`src/rtl/matmul_pkg.sv`:
```
// Types and default widths shared by the matmul top level and its memory path.
package matmul_pkg;

  // Identifies which fetch path issued a memory read.
  typedef enum logic {SRC_A, SRC_B} src_t;

  localparam int DEFAULT_ADDRESS_WIDTH = 16;
  localparam int DEFAULT_DATA_WIDTH    = 256;

endpackage

```
`src/rtl/sync_tag_fifo.sv`:
```
// Small synchronous FIFO. The pointers carry one extra wrap bit so that full
// and empty can be told apart without a separate counter.
module sync_tag_fifo #(
  parameter int WIDTH = 1,
  parameter int DEPTH = 8
) (
  input  logic                   clk,
  input  logic                   reset,
  input  logic                   push,
  input  logic [WIDTH-1:0]       push_data,
  input  logic                   pop,
  output logic [WIDTH-1:0]       head,
  output logic                   full,
  output logic                   empty,
  output logic [$clog2(DEPTH):0] count
);

  localparam int PW = $clog2(DEPTH);

  logic [WIDTH-1:0] mem [DEPTH];
  logic [PW:0]      wr_ptr, rd_ptr;

  assign empty = (wr_ptr == rd_ptr);
  assign full  = (wr_ptr[PW] != rd_ptr[PW]) && (wr_ptr[PW-1:0] == rd_ptr[PW-1:0]);
  assign count = wr_ptr - rd_ptr;
  assign head  = mem[rd_ptr[PW-1:0]];

  // Pointer update; push ignored when full, pop ignored when empty.
  always_ff @(posedge clk) begin
    if (reset) begin
      wr_ptr <= '0;
      rd_ptr <= '0;
    end else begin
      if (push && !full)  wr_ptr <= wr_ptr + 1'b1;
      if (pop  && !empty) rd_ptr <= rd_ptr + 1'b1;
    end
  end

  // Storage write; contents need no reset since the pointers gate visibility.
  always_ff @(posedge clk) begin
    if (push && !full) mem[wr_ptr[PW-1:0]] <= push_data;
  end

endmodule

```
`src/rtl/mem_read_arbiter.sv`:
```
// Round-robin arbiter merging the A and B fetch address streams onto one
// memory request port. The grant is held while a request is stalled, every
// issued read is tagged with its source, and returning words are routed back
// in order using those tags.
module mem_read_arbiter import matmul_pkg::*; #(
  parameter int ADDRESS_WIDTH   = DEFAULT_ADDRESS_WIDTH,
  parameter int DATA_WIDTH      = DEFAULT_DATA_WIDTH,
  parameter int MAX_OUTSTANDING = 8
) (
  input  logic                               clk,
  input  logic                               reset,
  input  logic                               a_req_valid,
  output logic                               a_req_ready,
  input  logic [ADDRESS_WIDTH-1:0]           a_req_addr,
  output logic                               a_rsp_valid,
  input  logic                               b_req_valid,
  output logic                               b_req_ready,
  input  logic [ADDRESS_WIDTH-1:0]           b_req_addr,
  output logic                               b_rsp_valid,
  output logic [DATA_WIDTH-1:0]              rsp_data,
  output logic                               mem_req_valid,
  input  logic                               mem_req_ready,
  output logic [ADDRESS_WIDTH-1:0]           mem_req_addr,
  input  logic                               mem_rsp_valid,
  input  logic [DATA_WIDTH-1:0]              mem_rsp_data,
  output logic [$clog2(MAX_OUTSTANDING):0]   outstanding,
  output logic                               rsp_err
);

  src_t grant, last_grant, held_grant;
  logic lock;
  logic tag_full, tag_empty, tag_head;
  logic handshake, tag_pop;

  // Grant selection: a stalled request keeps its grant; otherwise the side
  // that did not win last goes first when both are asking.
  always_comb begin
    grant = SRC_A;
    if (lock)
      grant = held_grant;
    else if (a_req_valid && (!b_req_valid || last_grant == SRC_B))
      grant = SRC_A;
    else if (b_req_valid)
      grant = SRC_B;
  end

  // Full FIFO holds requests off even if a response frees a slot this cycle.
  assign mem_req_valid = (a_req_valid | b_req_valid) & ~tag_full;
  assign mem_req_addr  = (grant == SRC_A) ? a_req_addr : b_req_addr;
  assign a_req_ready   = (grant == SRC_A) & mem_req_ready & ~tag_full;
  assign b_req_ready   = (grant == SRC_B) & mem_req_ready & ~tag_full;
  assign handshake     = mem_req_valid & mem_req_ready;

  // Responses come back in issue order; the FIFO head names the owner.
  assign tag_pop     = mem_rsp_valid & ~tag_empty;
  assign a_rsp_valid = tag_pop & (tag_head == SRC_A);
  assign b_rsp_valid = tag_pop & (tag_head == SRC_B);
  assign rsp_data    = mem_rsp_data;

  sync_tag_fifo #(
    .WIDTH (1),
    .DEPTH (MAX_OUTSTANDING)
  ) u_tags (
    .clk       (clk),
    .reset     (reset),
    .push      (handshake),
    .push_data (grant),
    .pop       (tag_pop),
    .head      (tag_head),
    .full      (tag_full),
    .empty     (tag_empty),
    .count     (outstanding)
  );

  // Arbitration history, stall lock and sticky orphan-response flag.
  always_ff @(posedge clk) begin
    if (reset) begin
      lock       <= 1'b0;
      held_grant <= SRC_A;
      last_grant <= SRC_B;
      rsp_err    <= 1'b0;
    end else begin
      lock <= mem_req_valid & ~mem_req_ready;
      if (mem_req_valid && !mem_req_ready) held_grant <= grant;
      if (handshake) last_grant <= grant;
      if (mem_rsp_valid && tag_empty) rsp_err <= 1'b1;
    end
  end

endmodule

```
`config.mk`:
```
export PLATFORM = sky130hd
export DESIGN_NAME = mem_read_arbiter
export DESIGN_NICKNAME = d
export VERILOG_FILES = /design/src/rtl/matmul_pkg.sv /design/src/rtl/sync_tag_fifo.sv /design/src/rtl/mem_read_arbiter.sv
export SDC_FILE = /design/constraint.sdc
export NUM_CORES = 1
export LEC_CHECK = 0
export CAP_MARGIN = 20
export CORE_AREA = 3 3 225 227
export CTS_BUF_LIST = sky130_fd_sc_hd__clkbuf_2
export DETAILED_ROUTE_END_ITERATION = 6
export DIE_AREA = 0 0 228 230
export HOLD_SLACK_MARGIN = 0.05
export SLEW_MARGIN = 30
export SYNTH_ARGS = -nofsm -noshare
export SYNTH_HDL_FRONTEND = slang
export SYNTH_SLANG_ARGS = --single-unit
export TNS_END_PERCENT = 5
```
`constraint.sdc`:
```
create_clock -name clk -period 6 [get_ports clk]
set_input_delay 1.8 -clock clk [delete_from_list [all_inputs] [get_ports clk]]
set_output_delay 1.8 -clock clk [all_outputs]
set_load 0.01 [all_outputs]
```
-- Word-level counts from Yosys, hierarchy flattened
Memories as Yosys holds them, arrays and structs flattened. A register that Yosys moved wholly into a read port is not among the register bits.
Cells that the tools add are included.
- flip-flop bits (word level): 12
- memory bits (writable): 8
- input port bits: 294
- output and inout port bits: 282
- logic and storage cells: 48
- memories: 1
- memories (name ; depth ; width ; read ports ; clocked after Yosys merged registers in ; wr ports ; RTL line ; text):
    u_tags.mem ; 8 ; 1 ; 1 ; 1 ; 1 ; sync_tag_fifo.sv:20 ; logic [WIDTH-1:0] mem [DEPTH];
- add/subtract/negate cells: 3
- eq/ne operators: 3
- muxes and demuxes: 8
- bitwise gates (word level): 16
- reduce and logical (&&, ||, !) cells: 11
- operators by type and width (operator ; number):
    two-way mux 16 bit ; 1
    bitwise AND 1 bit ; 10
    adder 4 x 1 -> 4 bit, second input constant ; 2
    logical AND 1 bit ; 6
    two-way mux 3 bit ; 2
    two-way mux 1 bit ; 5
    NOT 1 bit ; 5
    equality test 4 bit ; 1
    zero test 1 bit ; 4
    subtractor 4 bit ; 1
    equality test 3 bit ; 1
    logical OR 1 bit ; 1
    inequality test 1 bit ; 1
    OR 1 bit ; 1

-- Depth between registers and ports, before layout
Gate-level depths: netlist of the first run.
- word-level depth: 8
- mapped depth: 6
- gate-level depth less buffers: 6

-- Cells and area by module
From an unflattened synthesis of the first run, not the netlist that was laid out.
- cell total of the unflattened synthesis: 384
- area total of the unflattened synthesis: 3268.1 um2
- modules (own cells, without submodules) (module ; times used ; cells each ; area each (um2) ; sequential area each (um2)):
    mem_read_arbiter ; 1 ; 300 ; 2328.5 ; 80.1
    sync_tag_fifo ; 1 ; 84 ; 939.7 ; 460.4

-- Least setup slack after synthesis of the first run
Ideal clock, no wire load.
- path kind: input-to-output
- start point: input port b_req_valid
- end point: output port mem_req_addr[10]
- arrival: 2.744 ns
- data required time: 4.200 ns
- setup slack: 1.456 ns
- stages on the path: 5
- buffers on the path: 1
- cells stage by stage: nor2b_1 a22oi_2 inv_2 buf_6 mux2_1
- longest elaborated chain between the ends: 6
- elaborated cells between the ends (all ways): 7
- classes of those cells: 4 x mux; 3 x reduce/logical
- ends and longest elaborated chain (what ; RTL line ; text):
    from (decl) ; mem_read_arbiter.sv:16 ; input logic b_req_valid,
    zero test 1 bit ; mem_read_arbiter.sv:41 ; else if (a_req_valid && (!b_req_valid || last_grant == SRC_B))
    logical OR 1 bit ; mem_read_arbiter.sv:41 ;
    logical AND 1 bit ; mem_read_arbiter.sv:41 ;
    two-way mux 1 bit (*) ; mem_read_arbiter.sv:41 ;
    two-way mux 1 bit (*) ; mem_read_arbiter.sv:39 ; if (lock)
    net grant ; mem_read_arbiter.sv:30 ; src_t grant, last_grant, held_grant;
    two-way mux 16 bit (*) ; mem_read_arbiter.sv:49 ; assign mem_req_addr = (grant == SRC_A) ? a_req_addr : b_req_addr;
    to (decl) ; mem_read_arbiter.sv:23 ; output logic [ADDRESS_WIDTH-1:0] mem_req_addr,
The timed path passes the listed nets; every way through them passes the cells marked *.

-- Worst setup path after layout of the first run
- start point: input port b_req_valid
- end point: output port mem_req_addr[12]
- longest elaborated chain between the ends: 6
- elaborated cells between the ends (all ways): 7
- classes of those cells: 4 x mux; 3 x reduce/logical
- ends and longest elaborated chain (what ; RTL line):
    zero test 1 bit ; mem_read_arbiter.sv:41
    logical OR 1 bit ; mem_read_arbiter.sv:41
    logical AND 1 bit ; mem_read_arbiter.sv:41
    two-way mux 1 bit (*) ; mem_read_arbiter.sv:41
    two-way mux 1 bit (*) ; mem_read_arbiter.sv:39
    two-way mux 16 bit (*) ; mem_read_arbiter.sv:49
Every way passes the cells marked *; elsewhere a longest branch is shown, timed or not.

==> run_results.csv, run 1 <==
group,metric,value,unit
route,drt_iter0_markers,102,
critical_path,ff2ff_path_depth,6,
logic_synthesis,synth-seq-cells,23,
timing,fin_tns_setup,0,ns
route,drtPass1Iterations,4,
clock_network,cts_buffers,3,
timing,tightest_slew,0.534,ns
logic_synthesis,synthAdderAreaFrac,0.0255,
critical_path,crit_arrival,3.80,ns
logic_synthesis,synth_compound_area_frac,0.0371,
floorplanning,rows,81,
floorplanning,io-pin-count,576,
clock_network,clk_pin_slew,0.20,ns
placed_design,hpwlAfterDp,10.3,mm
timing,fmax,179,MHz
floorplanning,start_util,0.0663,
timing,rsz0062_at_grt,"false",
logic_synthesis,ys_types,36,
clock_network,ctsHoldBuffers,0,
route,wirelength,11.8,mm
global_routing,grt-ovfl-total,0,
final_layout,final_cells,854,
critical_path,slowest_stage,"clkdlybuf4s50_1",
final_layout,drive_above_1_share,0.111,
global_routing,antenna_found_initial,0,
critical_path,endpoint_kind,"primary output",
timing,finClkSkew,0.00985,ns
global_routing,grt_pass1_vias,1795,
final_layout,nNetsFinal,491,
timing,fin_ws,0.399,ns
timing,maxSlewViolCount,0,
hold_path,min_path_type,"flop to flop",
pwr,power.density,152,nW/µm²
clock_network,post-cts-setup-buffer-count,0,
clock_network,clkLatencyLatePin,0.34,ns
placed_design,place_inst,850,
logic_synthesis,synth_area,3240,µm²
logic_synthesis,synth_top_area_share,0.594,
global_routing,grt_use_total,0.0409,
timing,min_period,5.60,ns
timing,max-slew-margin-rel,0.643,
run_status,outcome,"complete, no violations",
placed_design,io_buffers,63,
clock_network,cts_max_level,1,
route,vias_per_cell,1.87,
pwr,irDropWorstVdd,0.0502,mV
logic_synthesis,syn_inst,381,
logic_synthesis,muxShareOfSynthArea,0.0792,
critical_path,path_class,"primary input to primary output",
job,drv_cap,0,
final_layout,layout_common_cells,"clkdlybuf4s50_1, dfxtp_1, nor2_1, inv_1, mux2_2",
logic_synthesis,netlist_top_cells_area,"buf_4, dfxtp_1, edfxtp_1",
pwr,leakage,0.752,nW
floorplanning,die_w,228,µm
critical_path,cp-start-kind,"primary input",
logic_synthesis,seq_area_frac_synth,0.167,
placed_design,place_ws,0.389,ns
final_layout,antennaDiodeCount,0,
global_routing,grt_pass1_wl,14.8,mm
logic_synthesis,synth_xor_area_frac,0.0267,
logic_synthesis,ys_warn_count,0,
clock_network,clock_path_buffers,2,
critical_path,crit_cells,7,
clock_network,clockRootBuffer,"clkbuf_2",
clock_network,numClockSinks,23,
logic_synthesis,synth_top_family_by_area,"buffers and inverters",
clock_network,cts_resized,0,
clock_network,cts_tree,"yes",
route,vias,1600,
logic_synthesis,synthesis.nets,681,
final_layout,post-route-util,0.0572,
critical_path,cp_top_family,"buffers and inverters",
critical_path,worstPathMaxFanout,25,
critical_path,crit_chain,"clkdlybuf4s50_1 > nor2b_1 > a22oi_2 > inv_2 > buf_12 > mux2_1 > clkdlybuf4s50_1",
timing,setup_viol_count_final,0,
final_layout,final_common_cell,"clkdlybuf4s50_1",
critical_path,crit_buf_inv,4,
floorplanning,core_area,48800,µm²
critical_path,crit_required,4.20,ns
route,drc,0,
logic_synthesis,yosysTopAreaCell,"buf_4",
logic_synthesis,synth-simple-area-share,0.0518,
timing,finalHoldViolCount,0,
floorplanning,dieArea,52400,µm²
hold_path,holdPathStages,2,
timing,hold_slack,0.519,ns
global_routing,grt_max_degree,26,
timing,fin_crit_sh,0.934,
critical_path,cp_slowest_stage_delay,0.49,ns
route,ant_nets,0,
placed_design,place_congestion,0.730,
floorplanning,die_h,230,µm
final_layout,syn_to_final_growth,-13.6,%
route,wl_per_cell,13.8,µm
logic_synthesis,avgSynthCellArea,8.50,µm²
critical_path,crit_top_cell,"clkdlybuf4s50_1",
power by group:
part,leakage [nW],switching (W),internal (W)
combinational,0.540,0.0000774,0.000103
sequential,0.196,0.0000113,0.000172
clock,0.0164,0.0000468,0.0000151
kinds of logic after synthesis:
kind of cell             Yosys count
AO/OA/AOI/OAI                     17
XOR/XNOR                           9
adder cells (fa/ha/maj)            6
buffers and inverters            270
flip-flops                        23
multiplexers                      21
AND/OR/NAND/NOR                   35
cell usage after synthesis:
cell type  count
nor2_1        12
nand4_1        1
o22ai_2        1
o211ai_1       1
a31oi_1        2
o21ai_1        1
nand3_1        3
and3_1         3
nor3_1         6
xor2_1         2
dfxtp_1       15
nand2_1        4
ha_1           5
inv_2          1
mux4_2         2
buf_2          1
or3_1          2
xnor2_1        6
xnor2_2        1
inv_1         10
buf_4        256
nor4_1         2
a22oi_2        1
mux2_1         8
mux2i_1        2
a21oi_1        5
edfxtp_1       8
fa_1           1
clkbuf_1       1
o221ai_2       1
a211oi_1       1
a21o_1         1
buf_6          1
o21ai_0        3
nor2b_1        2
mux2_2         9
area by class of cell:
class / instances / area, µm²
clock buffer: 3 / 15.0
clock inverter: 1 / 5.00
fill: 5835 / 46100
inverter: 11 / 41.3
multi-input combinational: 88 / 713
sequential: 23 / 541
tap: 664 / 831
timing repair buffer: 64 / 651
path summary, 6_finish.rpt:
kind,from,endpoint,slack [ns]
worst max-delay path,b_req_valid,mem_req_addr[12],0.40
worst min-delay path,rsp_err$_SDFFE_PP0P_,rsp_err$_SDFFE_PP0P_,0.52
worst max register to register,u_tags.wr_ptr[0]$_SDFFE_PP0P_,u_tags.wr_ptr[1]$_SDFFE_PP0P_,4.05
worst min register to register,rsp_err$_SDFFE_PP0P_,rsp_err$_SDFFE_PP0P_,0.52
per-layer routing:
metal	track usage	vias up	routed length (µm)
met4	0.0300	0	826
met2	0.0660	303	5540
met3	0.0518	94	3310
met5	0.00827	-	0
met1	0.0212	623	2140
li1	-	580	-
tightest hold or removal path, delay by kind of cell (launching register included):
family | cells | cell delay, ns
DFF | 1 | 0.39
and+or+nand+nor | 1 | 0.07
AOI/OAI and AO/OA | 1 | 0.05
through the flow:
stage | area (µm²) | power, W
after global placement | 2780 | 0.000365
final | 2800 | 0.000426
after CTS | 2800 | 0.000432
after floorplan | 3240 | 0.000447
after global routing | 2800 | 0.000453
after detailed placement | 2780 | 0.000370
(Power assumes the default switching activity.)
==> inputs of run 2 (changes only) <==
Settings changed: SETUP_SLACK_MARGIN set to 0.5.
==> run 2 against run 1 <==
Flip-flop and latch count is the same. Design area grew 1.3%. Via count grew 0.56%. Critical endpoint is now mem_req_addr[8]. Maximum frequency grew 2.9%.
==> run_results.csv, run 2 (synthesized netlist as in run 1, its figures left out) <==
group,metric,value,unit
run_status,outcome,"complete, no violations",
pwr,p_seq_frac,0.424,
clock_network,numClockSinks,23,
timing,fin_tns_setup,0,ns
route,ant_nets,0,
final_layout,fill_cells,5831,
timing,finClkSkew,0.0119,ns
final_layout,seq_area,541,µm²
route,wirelength,12.2,mm
route,wl_per_cell,14.3,µm
critical_path,path_class,"primary input to primary output",
placed_design,io_buffers,63,
floorplanning,core_area,48800,µm²
timing,rsz0062_at_grt,"false",
critical_path,startpoint,"b_req_valid",
hold_path,hp-start,"rsp_err$_SDFFE_PP0P_",
global_routing,grt_use_total,0.0423,
floorplanning,dieArea,52400,µm²
final_layout,final_common_cell,"clkdlybuf4s50_1",
final_layout,drive_above_1_share,0.120,
final_layout,final_cells,856,
critical_path,endpoint_kind,"primary output",
final_layout,syn_to_final_growth,-12.4,%
critical_path,crit_arrival,3.64,ns
timing,max-slew-margin-rel,0.631,
hold_path,holdPathStages,2,
clock_network,cts_max_level,1,
hold_path,min_path_type,"flop to flop",
floorplanning,io-pin-count,576,
clock_network,clkLatencyLatePin,0.34,ns
clock_network,clk_pin_slew,0.20,ns
timing,fmax,184,MHz
global_routing,antenna_found_initial,0,
final_layout,layout_common_cells,"clkdlybuf4s50_1, dfxtp_1, nor2_1, inv_1, mux2_2",
clock_network,clockRootBuffer,"clkbuf_2",
timing,finalHoldViolCount,0,
timing,fin_crit_sh,0.907,
timing,min_period,5.44,ns
clock_network,cts_buffers,3,
pwr,p_int,0.000295,W
global_routing,grt_pass1_vias,1812,
pwr,power.density,153,nW/µm²
pwr,power.share.clock,0.143,
route,vias,1609,
critical_path,ff2ff_path_depth,6,
global_routing,grt-ovfl-total,0,
critical_path,slowest_stage,"clkdlybuf4s50_1",
clock_network,ctsHoldBuffers,0,
clock_network,clock_path_buffers,2,
floorplanning,start_util,0.0663,
floorplanning,rows,81,
placed_design,hpwlAfterDp,10.3,mm
critical_path,rr_startpoint,"u_tags.wr_ptr[0]$_SDFFE_PP0P_",
critical_path,crit_buf_inv,4,
floorplanning,die_w,228,µm
placed_design,place_inst,850,
placed_design,place_congestion,0.730,
critical_path,crit_required,4.20,ns
route,drt_iter0_markers,99,
pwr,leakage,0.777,nW
global_routing,grt_max_degree,15,
critical_path,worstPathMaxFanout,12,
final_layout,nNetsFinal,493,
pwr,irDropWorstVdd,0.0499,mV
critical_path,cp_top_family,"buffers and inverters",
timing,tightest_slew,0.552,ns
final_layout,multi_input_area,713,µm²
timing,maxSlewViolCount,0,
job,drv_cap,0,
global_routing,grt_pass1_wl,15.2,mm
clock_network,cts_tree,"yes",
critical_path,crit_cells,7,
pwr,switchingPower,0.000138,W
final_layout,antennaDiodeCount,0,
critical_path,crit_chain,"dlygate4sd2_1 > nor2b_1 > a22oi_2 > inv_2 > bufbuf_16 > mux2_1 > clkdlybuf4s50_1",
route,vias_per_cell,1.88,
timing,setup_viol_count_final,0,
critical_path,cp_slowest_stage_delay,0.48,ns
route,drc,0,
floorplanning,die_h,230,µm
pwr,p_sw_frac,0.319,
route,drtPass1Iterations,4,
pwr,combPwrFrac,0.433,
critical_path,cp-start-kind,"primary input",
-- run 2: metal layers --
metal  GRT usage  wire length [µm]  up-vias
met3      0.0518              3300       92
met4      0.0292               801        0
met5     0.00827                 0        -
met1      0.0237              2410      636
li1            -                 -      582
met2      0.0682              5700      299
-- run 2: repair_timing --
action,4_1_cts,5_1_grt
setup buffers,1,0
setup endpoints to repair,16,0
resized for setup,2,0
-- run 2: area by class of cell --
class | instances | area share
Sequential cell | 23 | 0.191
Timing Repair Buffer | 66 | 0.243
Inverter | 11 | 0.0146
Clock buffer | 3 | 0.00530
Tap cell | 664 | 0.293
Clock inverter | 1 | 0.00177
Multi-Input combinational cell | 88 | 0.252
-- run 2: metrics by stage --
step	cell area, µm²	hold WS [ns]	setup slack, ns	utilization	power (W)
after CTS	2830	0.532	0.562	0.0580	0.000439
after floorplan	3240	0.465	1.46	-	0.000447
after global routing	2830	0.566	0.500	0.0580	0.000460
after global placement	2780	0.451	0.460	0.0568	0.000365
final	2830	0.515	0.557	0.0580	0.000433
after detailed placement	2780	0.488	0.389	0.0568	0.000370
-- run 2: path summary, 6_finish.rpt --
path | end | slack, ns
worst max register to register | u_tags.wr_ptr[1]$_SDFFE_PP0P_ | 4.06
worst min-delay path | rsp_err$_SDFFE_PP0P_ | 0.51
worst max-delay path | mem_req_addr[8] | 0.56
worst min register to register | rsp_err$_SDFFE_PP0P_ | 0.51
-- run 2: worst register-to-register path: stages, from the launching register on --
cell	delay [ns]
dfxtp_1	0.51
inv_1	0.10
ha_1	0.33
and3_1	0.25
a21oi_1	0.38
mux2i_1	0.23
nor2_1	0.05
-- run 2: power groups by stage --
stage / sequential [W] / combinational [W] / clock [W]
final: 0.000183 / 0.000188 / 0.0000620
after global routing: 0.000186 / 0.000203 / 0.0000717
after CTS: 0.000184 / 0.000190 / 0.0000649
after detailed placement: 0.000187 / 0.000182 / 0
after global placement: 0.000187 / 0.000179 / 0
after floorplan: 0.000184 / 0.000263 / 0
==> inputs of run 3 (changes only) <==
Settings changed: CORE_AREA 3 3 225 227 to 3 3 222 224, CTS_BUF_LIST sky130_fd_sc_hd__clkbuf_2 to not set, DIE_AREA 0 0 228 230 to 0 0 225 227.
Clock period 6 ns to 5.5 ns, I/O delays scaled along.
==> run 3 against run 2 <==
Register-to-register slack worse by 0.50 ns. Worst setup slack worse by 0.15 ns. Global-route usage up 1.0 points. Via count up 0.75%. Routed wire length up 19%. Clock skew down 0.010 ns. Critical path type unchanged. Critical endpoint is now mem_req_addr[7]. Largest cell class unchanged. Highest routed layer unchanged.
==> run_results.csv, run 3 (synthesized netlist as in run 1, its figures left out) <==
group,metric,value,unit
placed_design,io_buffers,63,
global_routing,antenna_found_initial,0,
route,vias_per_cell,2.01,
floorplanning,io-pin-count,576,
final_layout,multi_input_area,713,µm²
timing,min_period,5.09,ns
critical_path,worstPathMaxFanout,12,
clock_network,cts_buffers,3,
timing,max-slew-margin-rel,0.641,
route,drtPass1Iterations,4,
floorplanning,dieArea,51100,µm²
final_layout,drive_above_1_share,0.115,
clock_network,clk_pin_slew,0.06,ns
global_routing,grt_max_degree,15,
hold_path,min_path_type,"flop to flop",
timing,fin_tns_setup,0,ns
route,vias,1621,
route,wl_per_cell,18.0,µm
critical_path,rr_startpoint,"u_tags.wr_ptr[0]$_SDFFE_PP0P_",
global_routing,grt_use_total,0.0524,
clock_network,numClockSinks,23,
critical_path,startpoint,"b_req_valid",
final_layout,fill_cells,5594,
critical_path,cp_slowest_stage_delay,0.48,ns
route,wirelength,14.5,mm
clock_network,cts_max_level,1,
clock_network,cts_tree,"yes",
run_status,outcome,"complete, no violations",
timing,maxSlewViolCount,0,
pwr,power.density,197,nW/µm²
critical_path,crit_buf_inv,4,
final_layout,final_common_cell,"clkdlybuf4s50_1",
floorplanning,start_util,0.0681,
route,drt_iter0_markers,85,
floorplanning,rows,80,
route,ant_nets,0,
route,drc,0,
final_layout,layout_common_cells,"clkdlybuf4s50_1, dfxtp_1, nor2_1, inv_1, mux2_2",
timing,tightest_slew,0.536,ns
pwr,leakage,0.800,nW
floorplanning,core_area,47500,µm²
timing,fin_crit_sh,0.925,
timing,finClkSkew,0.00175,ns
final_layout,antennaDiodeCount,0,
hold_path,hp-start,"rsp_err$_SDFFE_PP0P_",
timing,rsz0062_at_grt,"true",
floorplanning,die_h,227,µm
critical_path,crit_required,3.85,ns
job,drv_cap,0,
timing,fmax,196,MHz
final_layout,seq_area,541,µm²
clock_network,ctsHoldBuffers,0,
timing,hold_slack,0.484,ns
global_routing,grt_pass1_vias,1755,
timing,setup_viol_count_final,0,
critical_path,endpoint_kind,"primary output",
critical_path,slowest_stage,"clkdlybuf4s50_1",
floorplanning,die_w,225,µm
critical_path,crit_chain,"dlygate4sd2_1 > nor2b_1 > a22oi_2 > inv_2 > bufbuf_16 > mux2_1 > clkdlybuf4s50_1",
placed_design,place_congestion,0.793,
critical_path,cp_top_family,"buffers and inverters",
clock_network,clkLatencyLatePin,0.26,ns
global_routing,grt_pass1_wl,17.5,mm
critical_path,crit_arrival,3.44,ns
global_routing,grt-ovfl-total,0,
critical_path,path_class,"primary input to primary output",
critical_path,cp-start-kind,"primary input",
final_layout,nNetsFinal,493,
placed_design,hpwlAfterDp,12.9,mm
final_layout,syn_to_final_growth,-12.6,%
timing,finalHoldViolCount,0,
clock_network,clock_path_buffers,2,
clock_network,clockRootBuffer,"clkbuf_16",
pwr,irDropWorstVdd,0.0621,mV
-- run 3: cell types whose count changed in the layout (fill, tap and decap cells not counted), sizes merged --
| cell | before | now |
|---|---|---|
| clkinv | 1 | 0 |
| clkdlybuf4s50 | 61 | 60 |
| clkbuf | 3 | 4 |
| dlygate4sd2 | 2 | 3 |
-- run 3: worst min-delay path: stages (launching register included) --
cell and delay [ns]:
dfxtp_1 0.32, a31oi_1 0.04, nor2_1 0.08
-- run 3: per-stage QoR --
step                      setup WS [ns]  std cells  power (W)  utilization  instance area, µm²
final                             0.410        807   0.000558       0.0595                2830
after global placement            0.261        801   0.000397       0.0571                2720
after detailed placement          0.233        801   0.000398       0.0571                2720
after CTS                         0.388        807   0.000566       0.0595                2830
after floorplan                    1.26        381   0.000487            -                3240
after global routing              0.317        807   0.000594       0.0595                2830
-- run 3: path summary, 6_finish.rpt --
kind	to	slack (ns)	depth (start not counted)
hold reg to reg	rsp_err$_SDFFE_PP0P_	0.48	2
hold / removal	rsp_err$_SDFFE_PP0P_	0.48	2
setup reg to reg	u_tags.wr_ptr[1]$_SDFFE_PP0P_	3.56	6
setup / recovery	mem_req_addr[7]	0.41	7
-- run 3: layer usage --
layer	GRT usage	vias up	part of all wire
li1	-	582	-
met1	0.0259	655	0.17
met2	0.0918	323	0.49
met3	0.0690	61	0.29
met4	0.0256	0	0.047
met5	0	-	0
-- run 3: repair_timing --
action	4_1_cts	5_1_grt
buffers inserted	1	0
gates cloned	1	0
endpoints found under the setup margin	17	16
pin swaps	1	0
resized for setup	3	0
-- run 3: cell type report --
cell class,count,share of cell area
flip-flops and latches,23,0.191
repair buffers,66,0.243
well taps,615,0.272
inverters,11,0.0146
multi-input cells,88,0.252
clock buffers,4,0.0279
-- run 3: power breakdown --
part           switching [W]  leakage (nW)  internal, W  total (W)
Sequential         0.0000120         0.196     0.000188   0.000200
Clock              0.0000598        0.0382    0.0000990   0.000159
Combinational      0.0000831         0.566     0.000116   0.000199
Total               0.000155         0.800     0.000403   0.000558
